$ cat config.mk
export PLATFORM = sky130hd
export DESIGN_NAME = booth_multiplier
export DESIGN_NICKNAME = d
export VERILOG_FILES = /design/src/rtl/booth_pkg.sv /design/src/rtl/booth_step.sv /design/src/rtl/booth_multiplier.sv
export SDC_FILE = /design/constraint.sdc
export NUM_CORES = 1
export LEC_CHECK = 0
export CAP_MARGIN = 20
export CORE_ASPECT_RATIO = 1.4
export CORE_UTILIZATION = 35
export CTS_BUF_LIST = sky130_fd_sc_hd__clkbuf_2
export DETAILED_ROUTE_END_ITERATION = 6
export PLACE_DENSITY = 0.52
export SLEW_MARGIN = 0
export SYNTH_ARGS = -nofsm -noshare
export SYNTH_HDL_FRONTEND = slang
export SYNTH_SLANG_ARGS = --single-unit
$ cat constraint.sdc
create_clock -name clk -period 6.8 [get_ports clk]
set_clock_uncertainty 0.15 [all_clocks]
set_input_delay 1.36 -clock clk [delete_from_list [all_inputs] [get_ports clk]]
set_output_delay 1.36 -clock clk [all_outputs]
set_load 0.05 [all_outputs]
$ cat src/rtl/booth_pkg.sv
// rtl/booth_pkg.sv - shared constants, state and Booth-op types for booth_multiplier
// Contents:
//   BOOTH_WIDTH  default operand width
//   state_t      FSM states (IDLE, RUN)
//   booth_op_t   per-iteration action (NOP, ADD, SUB)
//   booth_decode maps {Q[0], Q-1} to the action
package booth_pkg;

    localparam int BOOTH_WIDTH = 32;

    typedef enum logic {
        IDLE = 1'b0,
        RUN  = 1'b1
    } state_t;

    typedef enum logic [1:0] {
        OP_NOP = 2'd0,
        OP_ADD = 2'd1,
        OP_SUB = 2'd2
    } booth_op_t;

    // 01 ends a run of ones (add M); 10 starts a run of ones (subtract M).
    function automatic booth_op_t booth_decode(input logic q0, input logic qm1);
        booth_op_t op;
        case ({q0, qm1})
            2'b01:   op = OP_ADD;
            2'b10:   op = OP_SUB;
            default: op = OP_NOP;
        endcase
        return op;
    endfunction

endpackage

$ cat src/rtl/booth_step.sv
// rtl/booth_step.sv - one combinational radix-2 Booth iteration
// Ports:
//   a_i   [WIDTH:0]    accumulator A (one guard bit)
//   q_i   [WIDTH-1:0]  multiplier / low product half Q
//   qm1_i              Q-1 history bit
//   m_i   [WIDTH:0]    sign-extended multiplicand M
//   a_o, q_o, qm1_o    next values after add/sub and arithmetic right shift
module booth_step
    import booth_pkg::*;
#(
    parameter int WIDTH = BOOTH_WIDTH
) (
    input  logic [WIDTH:0]   a_i,
    input  logic [WIDTH-1:0] q_i,
    input  logic             qm1_i,
    input  logic [WIDTH:0]   m_i,
    output logic [WIDTH:0]   a_o,
    output logic [WIDTH-1:0] q_o,
    output logic             qm1_o
);

    booth_op_t      op;
    logic [WIDTH:0] sum;

    always_comb begin
        op = booth_decode(q_i[0], qm1_i);
        case (op)
            OP_ADD:  sum = a_i + m_i;
            OP_SUB:  sum = a_i - m_i;
            default: sum = a_i;
        endcase
        // Shift {sum, Q, Q-1} right by one, replicating the sign of sum.
        a_o   = {sum[WIDTH], sum[WIDTH:1]};
        q_o   = {sum[0], q_i[WIDTH-1:1]};
        qm1_o = q_i[0];
    end

endmodule

$ cat src/rtl/booth_multiplier.sv
// rtl/booth_multiplier.sv - sequential signed radix-2 Booth multiplier with start/done handshake
// Ports:
//   clk, rst_n        clock, asynchronous active-low reset
//   start             request, sampled only while idle
//   x, y  [WIDTH-1:0] signed multiplicand / multiplier, captured on the accepting edge
//   busy              high while iterating
//   done              one-cycle pulse when product has just been updated
//   product [2W-1:0]  signed x*y, held until the next completion
module booth_multiplier
    import booth_pkg::*;
#(
    parameter int WIDTH = BOOTH_WIDTH
) (
    input  logic                 clk,
    input  logic                 rst_n,
    input  logic                 start,
    input  logic [WIDTH-1:0]     x,
    input  logic [WIDTH-1:0]     y,
    output logic                 busy,
    output logic                 done,
    output logic [2*WIDTH-1:0]   product
);

    localparam int CW = $clog2(WIDTH + 1);

    state_t             state_q, state_d;
    logic [WIDTH:0]     a_q, a_d;
    logic [WIDTH-1:0]   q_q, q_d;
    logic               qm1_q, qm1_d;
    logic [WIDTH:0]     m_q, m_d;
    logic [CW-1:0]      cnt_q, cnt_d;
    logic [2*WIDTH-1:0] product_q, product_d;
    logic               done_q, done_d;

    logic [WIDTH:0]     a_step;
    logic [WIDTH-1:0]   q_step;
    logic               qm1_step;

    booth_step #(.WIDTH(WIDTH)) u_step (
        .a_i   (a_q),
        .q_i   (q_q),
        .qm1_i (qm1_q),
        .m_i   (m_q),
        .a_o   (a_step),
        .q_o   (q_step),
        .qm1_o (qm1_step)
    );

    always_comb begin
        state_d   = state_q;
        a_d       = a_q;
        q_d       = q_q;
        qm1_d     = qm1_q;
        m_d       = m_q;
        cnt_d     = cnt_q;
        product_d = product_q;
        done_d    = 1'b0;

        if (state_q == IDLE) begin
            if (start) begin
                // M carries a guard bit so negating -2^(WIDTH-1) stays exact.
                m_d     = {x[WIDTH-1], x};
                q_d     = y;
                a_d     = '0;
                qm1_d   = 1'b0;
                cnt_d   = CW'(WIDTH);
                state_d = RUN;
            end
        end else begin
            a_d   = a_step;
            q_d   = q_step;
            qm1_d = qm1_step;
            cnt_d = cnt_q - CW'(1);
            if (cnt_q == CW'(1)) begin
                // The guard bit of A only duplicates the sign once all bits are consumed.
                product_d = {a_step[WIDTH-1:0], q_step};
                done_d    = 1'b1;
                state_d   = IDLE;
            end
        end
    end

    always_ff @(posedge clk or negedge rst_n) begin
        if (!rst_n) begin
            state_q   <= IDLE;
            a_q       <= '0;
            q_q       <= '0;
            qm1_q     <= 1'b0;
            m_q       <= '0;
            cnt_q     <= '0;
            product_q <= '0;
            done_q    <= 1'b0;
        end else begin
            state_q   <= state_d;
            a_q       <= a_d;
            q_q       <= q_d;
            qm1_q     <= qm1_d;
            m_q       <= m_d;
            cnt_q     <= cnt_d;
            product_q <= product_d;
            done_q    <= done_d;
        end
    end

    assign busy    = (state_q == RUN);
    assign done    = done_q;
    assign product = product_q;

endmodule

# ---- Word level (Yosys, flattened, before mapping)
# Cells that the tools add are included.
# W data, S select, Z words.
dict set report word_totals {
  regBits 170
  in_bits 67
  wordCells 35
}
dict set report op_classes {
  n_addsub 3
  eq_ne 5
  mux 15
  n_bitwise 1
  n_reduce_logical 3
}
# op n
set op_table {}
lappend op_table {{$mux W33} 2}
lappend op_table {{$pmux W33 S2} 1}
lappend op_table {{$mux W32} 2}
lappend op_table {{$add A33 B33 Y33} 1}
lappend op_table {{$sub A33 B33 Y33} 1}
lappend op_table {{$mux W6} 2}
lappend op_table {{$mux W1} 7}
lappend op_table {{$eq A6 B1 Y1 const B} 1}
lappend op_table {{$sub A6 B1 Y6 const B} 1}
lappend op_table {{$eq A2 B1 Y1 const B} 2}
lappend op_table {{$eq A2 B2 Y1 const B} 2}
lappend op_table {{$pmux W2 S2} 1}
lappend op_table {{$reduce_and A2 Y1} 2}
lappend op_table {{$reduce_bool A2 Y1} 1}
lappend op_table {{$not A1 Y1} 1}

# ---- Longest topological paths before layout
# Gate-level depths: netlist of the first run.
dict set report depth {
  depth_word 5
  ltp_mapped 19
  depth_no_buf 19
}

# ---- Hierarchy
# Synthesis of the first run repeated with hierarchy kept, for this count alone.
dict set report unflattened {
  cells_unflattened 909
  hier_area_um2 9845.7
}
# mod instances cells_each area_per_inst_um2
set by_module_without_submodules {}
lappend by_module_without_submodules {booth_multiplier 1 453 6831.6}
lappend by_module_without_submodules {booth_step 1 456 3014.1}

# ---- Least setup slack after synthesis of the first run
# OpenSTA, ideal clock, no wires.
dict set report synth_timing {
  path_type {register -> register}
  startpoint {register m_q[11]}
  endpoint {register a_q[31]}
  setup_time_ns 0.128
  arrival_time_ns 4.509
  setup_slack_ns 2.014
  path_stages_with_launch 17
  path_buffers 0
  path_cell_list {dfrtp_1 -> or4_4 -> or3_4 -> or4_4 -> nor4_1 -> nor2_1 -> xnor2_1 -> ha_1 -> a21o_1 -> a21o_1 -> a221o_1 -> nor3_1 -> a21oi_1 -> o31ai_1 -> and3b_1 -> a21oi_1 -> o21ai_0}
}
dict set report synth_between {
  elab_chain_len 3
}
# item line_no
set synth_rtl {}
lappend synth_rtl {{from (decl)} booth_multiplier.sv:30} ;# logic [WIDTH:0] m_q, m_d;
lappend synth_rtl {{from (signal assigned)} booth_multiplier.sv:98} ;# m_q <= m_d;
lappend synth_rtl {{$sub A33 B33 Y33 or $add A33 B33 Y33 (tied branches)} {booth_step.sv:29, booth_step.sv:28}}
lappend synth_rtl {{$pmux W33 S2 (*)} booth_step.sv:27} ;# case (op)
lappend synth_rtl {{$mux W33 (*)} booth_multiplier.sv:59} ;# if (state_q == IDLE) begin
lappend synth_rtl {{to (signal assigned)} booth_multiplier.sv:86} ;# a_q <= '0;
lappend synth_rtl {{to (signal assigned)} booth_multiplier.sv:95} ;# a_q <= a_d;
lappend synth_rtl {{to (decl)} booth_multiplier.sv:27} ;# logic [WIDTH:0] a_q, a_d;
# Mark *: on every way between the ends. The rest lies on a longest branch, timed or not.
# A chain may end at the register's enable or synchronous reset.

# ---- Worst setup path after layout of the first run
# Same ends and word-level chain as after synthesis.

==> flow_summary_export.csv, run 1 <==
group,metric,value,unit
grt,overflow,0,
clock_tree,post_cts_buffers,0,
synth,yosysMostFrequentCell,"nand2_1",
grt,grt_max_degree,90,
routing,drt_iter0_markers,252,
grt,antenna_found_initial,1,
worst_hold_path,holdPathEnd,"cnt_q[5]",
routing,drt_pre_antenna_iters,5,
clock_tree,clkTransAtPathRegs,240,ps
clock_tree,cts_resized,0,
clock_tree,clk_path_buf_depth,2,
synth,yosysTopAreaCell,"dfrtp_1",
final_layout,drive_gt1_share,8.86,%
final_layout,seq_area,4230,um2
timing,slew_headroom,33.3,%
die,die-area,27200,um2
final_layout,syn_to_final_growth,20.0,%
run_status,status,"finished, final reports clean",
routing,route.met3.wl,856,um
synth,ys.flop_type,"dfrtp_1",
final_layout,multi_input_area,4810,um2
synth,ys_warn_count,0,
routing,routed.top_layer,"met4",
clock_tree,root_buffer,"clkbuf_2",
setup_path,worst_r2r_path_depth,16,
die,die_h,195,um
routing,drt-total-wl,23300,um
synth,synth_seq_cells,169,
clock_tree,h-tree-depth,4,
clock_tree,tritoncts,"yes",
setup_path,worstSetupPathType,"reg2reg",
clock_tree,cts_made_buffers,17,
timing,post-route-min-period,5500,ps
run,max_cap_viol_count,0,
synth,synthTopCellsByArea,"dfrtp_1, nand2_1, mux2i_1",
placement,placedInstanceArea,10900,um2
placement,io_buffers,132,
placement,gp_congestion,0.837,
synth,synthesis.nets,1084,
die,die_w,140,um
timing,rsz0062_at_grt,"false",
setup_path,worst_setup_path_start_kind,"flop",
setup_path,rrSetupSlack,1300,ps
routing,wl_met2,11700,um
placement,hpwl,15900,um
synth,synth_common_cells,"nand2_1, dfrtp_1, o21ai_0, mux2i_1, mux2_2",
routing,met1Wirelength,10400,um
synth,syn-instance-count,980,
setup_path,worstPathRequired,7300,ps
routing,ant_nets,0,
clock_tree,hold_buffers,0,
routing,dr_total_vias,7220,
timing,tightest_slew,991,ps
synth,synth-edff-count,0,
final_layout,final_area,11100,um2
die,ios,133,
routing,drt_drc_violations_left,0,
grt,grt_pass1_wl,38400,um
setup_path,cp_max_fo,6,
final_layout,n_fill_cell,2634,
synth,netlist.area_leader.share,45.5,%
worst_hold_path,hold_start,"cnt_q[5]",
grt,grt_use_total,18.0,%
worst_hold_path,hold_path.class,"reg2reg",
worst_hold_path,hold_path_depth,1,
setup_path,r2r-start,"m_q[11]",
timing,setup_viol,0,
synth,avgSynthCellArea,9.47,um2
routing,wl_per_cell,16.3,um
synth,syn_area,9290,um2
routing,vias_per_cell,5.05,
timing,setup_tns,0,ps
clock_tree,clk-insertion-delay-late,770,ps
grt,grt_pass1_vias,7361,
timing,hold_viol,0,
die,core_area,26100,um2
setup_path,r2r-end,"a_q[31]",
final_layout,finalNetCount,1198,
clock_tree,cts_sinks,169,
synth,ys_seq_area_share,45.5,%
timing,drv_slew,0,
synth,synth_cell_types,50,
die,rows,70,
setup_path,critical_path_arrival,6000,ps
timing,timing.fmax,182,MHz
setup_path,endpoint_kind,"flop",
timing,fin_crit_sh,80.9,%
synth,async_flop_share,100,%
die,initial_core_util,35.6,%
==> how the worst max path moves through the flow <==
stage	endpoint	depth (start not counted)	startpoint
after floorplan	a_q[31]	16	m_q[11]
after global placement	a_q[31]	16	m_q[11]
after detailed placement	product[63]	16	m_q[11]
after CTS	a_q[31]	16	m_q[11]
after global routing	a_q[31]	16	m_q[11]
final	a_q[31]	16	m_q[11]
==> cells by family after synthesis <==
family | after synthesis | share of synthesized area [%]
adders and majority gates | 37 | 5.07
DFF | 169 | 45.5
xor gates and xnor gates | 58 | 5.47
muxes | 101 | 11.5
and+or+nand+nor | 341 | 16.7
AOI/OAI and AO/OA | 206 | 12.9
buffers and inverters | 68 | 2.75
==> cell usage in the layout, fill, tap and decap left out, types with 9 or more instances in the layout <==
cell type        synthesis  routed
o21ai_0                 98      98
mux2_2                  47      47
ha_1                    36      36
nor2b_1                 10       9
dfrtp_1                169     168
a21o_1                  20      20
inv_1                   19      18
clkdlybuf4s50_1          0     130
buf_4                    0      11
mux2i_1                 54      54
nand2b_1                35      35
xor2_1                  14      14
nor2_1                  38      38
a21oi_1                 43      43
nand2_1                200     200
xnor2_1                 44      44
o31ai_1                  9       9
clkbuf_2                 0      18
nor3_1                  16      16
==> worst max-delay path: stages (launching register included) <==
cell	delay [ps]
dfrtp_1	490
or4_4	540
or3_4	370
or4_4	530
nor4_1	830
nor2_1	110
xnor2_1	170
ha_1	360
a21o_1	210
a21o_1	170
a221o_1	310
nor3_1	270
a21oi_1	170
o31ai_1	260
and3b_1	240
a21oi_1	130
o21ai_0	80
==> routing by layer <==
metal	up-vias	track usage (%)
met4	0	5.70
met1	3487	21.8
met3	20	3.82
li1	3596	-
met2	117	31.8
met5	-	0
==> metrics by stage <==
step	utilization, %	hold slack (ps)	setup WS (ps)	instances
after floorplan	-	285	2010	980
after detailed placement	41.8	311	1350	1399
final	42.7	343	1300	1431
after global routing	42.7	377	929	1431
after global placement	41.8	309	1470	1399
after CTS	42.7	344	1310	1430
==> area by class of cell <==
type / instances / share of cell area, %
well taps: 324 / 3.64
repair buffers: 143 / 12.6
multi-input cells: 743 / 43.1
inverters: 20 / 0.674
flip-flops and latches: 169 / 38.0
clock buffers: 18 / 0.808
clock inverters: 13 / 1.18
diodes: 1 / 0.0225
==> sequential cells by signal (all words and copies together), names as in the netlist <==
name and flops:
product 64, a_q 32, m_q 32, q_q 32
cnt_q 6, busy 1, done 1, qm1_q 1
Power of run 1 is not shown: default switching activity piles up to over one toggle a cycle in this logic, so the estimate is an artifact.
==> run 2: changes to the inputs <==
--- a/config.mk
+++ b/config.mk
@@ -10,7 +10,7 @@
 export CORE_UTILIZATION = 35
 export CTS_BUF_LIST = sky130_fd_sc_hd__clkbuf_2
 export DETAILED_ROUTE_END_ITERATION = 6
-export PLACE_DENSITY = 0.52
+export PLACE_DENSITY = 0.54
 export SLEW_MARGIN = 0
 export SYNTH_ARGS = -nofsm -noshare
 export SYNTH_HDL_FRONTEND = slang
==> constraint.sdc (replaced) <==
create_clock -name clk -period 4.9 [get_ports clk]
set_clock_uncertainty 0.15 [all_clocks]
set_input_delay 0.98 -clock clk [delete_from_list [all_inputs] [get_ports clk]]
set_output_delay 0.98 -clock clk [all_outputs]
set_load 0.05 [all_outputs]
==> run 2 against run 1 <==
Against the previous run: sequential share of layout area shrank 0.86 points; count of clock-buffer cells in the layout up 1; maximum frequency rose by 17%; via count increased by 1.9%; non-clock buffer count increased by 19; flip-flop and latch count unchanged; cell area is 2.3% higher; critical endpoint is now product[62]; largest cell class unchanged.
==> flow_summary_export.csv, run 2 (same netlist as run 1, synthesis figures left out) <==
group,metric,value,unit
routing,wl_per_cell,16.4,um
worst_hold_path,hold_path.class,"in2async",
placement,dp_cells,1415,
clock_tree,h-tree-depth,4,
routing,drt_drc_violations_left,0,
setup_path,endpoint_kind,"flop",
setup_path,crit_start,"m_q[13]",
timing,post-route-min-period,4710,ps
clock_tree,hold_buffers,0,
run,max_cap_viol_count,0,
grt,overflow,0,
routing,dr_total_vias,7356,
setup_path,worst_setup_path_start_kind,"flop",
setup_path,crit_family,"simple AND/OR/NAND/NOR gates",
run_status,status,"finished, final reports clean",
final_layout,finalNetCount,1217,
die,initial_core_util,35.6,%
die,ios,133,
placement,io_buffers,132,
setup_path,cp_num_buf_inv,0,
final_layout,layoutNonFillerInstCount,1450,
clock_tree,cts_sinks,169,
clock_tree,clk-insertion-delay-late,780,ps
setup_path,worstPathRequired,5430,ps
routing,ant_nets,0,
grt,antenna_found_initial,2,
setup_path,cp_max_fo,5,
die,rows,70,
timing,hold_viol,0,
routing,drt_iter0_markers,294,
final_layout,n_fill_cell,2606,
placement,hpwl,16100,um
clock_tree,clkTransAtPathRegs,270,ps
timing,drv_slew,0,
clock_tree,clk_path_buf_depth,2,
clock_tree,cts_made_buffers,17,
final_layout,drive_gt1_share,10.8,%
timing,rsz0062_at_grt,"true",
routing,drt_pre_antenna_iters,4,
timing,setup_viol,0,
grt,grt_use_total,18.3,%
clock_tree,root_buffer,"clkbuf_2",
grt,grt_pass1_vias,7509,
grt,grt_pass1_wl,39000,um
die,die_h,195,um
final_layout,largest_reg_flops,64,
setup_path,critical_path_arrival,5250,ps
final_layout,final_common_cell,"nand2_1",
setup_path,cpMaxStageDelayCell,"or4_4",
setup_path,worst_r2r_path_depth,15,
final_layout,syn_to_final_growth,22.8,%
placement,gp_congestion,0.849,
die,die_w,140,um
die,die-area,27200,um2
setup_path,path_cells,"or4_4, or3_4, or4_4, nor3_4, a21oi_1, xnor2_1, ha_1, a21o_1, a21oi_1, o21ai_0, o211a_1, o31ai_2, xor2_1, o21ai_0, mux2_2",
setup_path,worstSetupPathType,"reg2reg",
die,core_area,26100,um2
clock_tree,tritoncts,"yes",
routing,vias_per_cell,5.07,
routing,drt-total-wl,23800,um
timing,slew_headroom,35.8,%
setup_path,worst-path-stages,15,
grt,grt_max_degree,82,
timing,timing.fmax,212,MHz
setup_path,cpPeakStageDelay,560,ps
final_layout,mostFrequentLayoutCells,"nand2_1, dfrtp_1, clkdlybuf4s50_1, o21ai_0, mux2i_1",
setup_path,r2r-start,"m_q[13]",
timing,tightest_slew,963,ps
timing,fin_crit_sh,96.2,%
==> run 2: cell types whose count changed in the layout (fill, tap and decap cells not counted), sizes merged <==
cell,before,now
bufinv,2,4
clkbuf,18,19
clkinv,6,7
inv,19,20
buf,13,32
clkinvlp,6,1
==> run 2: final timing paths <==
| check | end | slack, ps |
|---|---|---|
| min in group clk | product[8] | 350 |
| worst max-delay path | product[62] | 190 |
| worst min register to register | product[8] | 350 |
| worst min-delay path | m_q[20] | 70 |
| worst max register to register | product[62] | 190 |
| max in group asynchronous | q_q[25] | 3610 |
==> run 2: stage by stage <==
stage | TNS (ps) | hold WS, ps | utilization (%) | setup slack, ps | instance area, um2
global route | -31.8 | 13.1 | 43.7 | -27.0 | 11400
global placement | 0 | 310 | 42.4 | 51.8 | 11100
floorplan | 0 | 285 | - | 114 | 9290
detailed placement | -59.0 | 311 | 42.4 | -36.7 | 11100
CTS | 0 | 8.31 | 43.4 | 38.5 | 11300
finish | 0 | 67.1 | 43.7 | 188 | 11400
==> run 2: cell type report <==
| cell class | instances | area [um2] | area share, % |
|---|---|---|---|
| multi-input cells | 743 | 4840 | 42.5 |
| flip-flops and latches | 169 | 4230 | 37.1 |
| repair buffers | 162 | 1580 | 13.8 |
| well taps | 324 | 405 | 3.55 |
| clock inverters | 12 | 175 | 1.54 |
| clock buffers | 19 | 95.1 | 0.834 |
| inverters | 20 | 75.1 | 0.658 |
| diodes | 1 | 2.50 | 0.0219 |
==> run 2: timing repair <==
item,CTS,global route
gates resized for setup,1,5
pin swaps,0,1
setup buffers,0,2
setup endpoints to repair,2,8
==> run 2: routing by layer <==
| layer | global-route usage [%] | vias up | wire [um] |
|---|---|---|---|
| met4 | 7.04 | 2 | 561 |
| met5 | 0 | - | 11 |
| met1 | 21.8 | 3555 | 10300 |
| met3 | 3.94 | 29 | 1030 |
| li1 | - | 3630 | - |
| met2 | 31.9 | 140 | 11900 |
Power of run 2 is left out for the same reason.
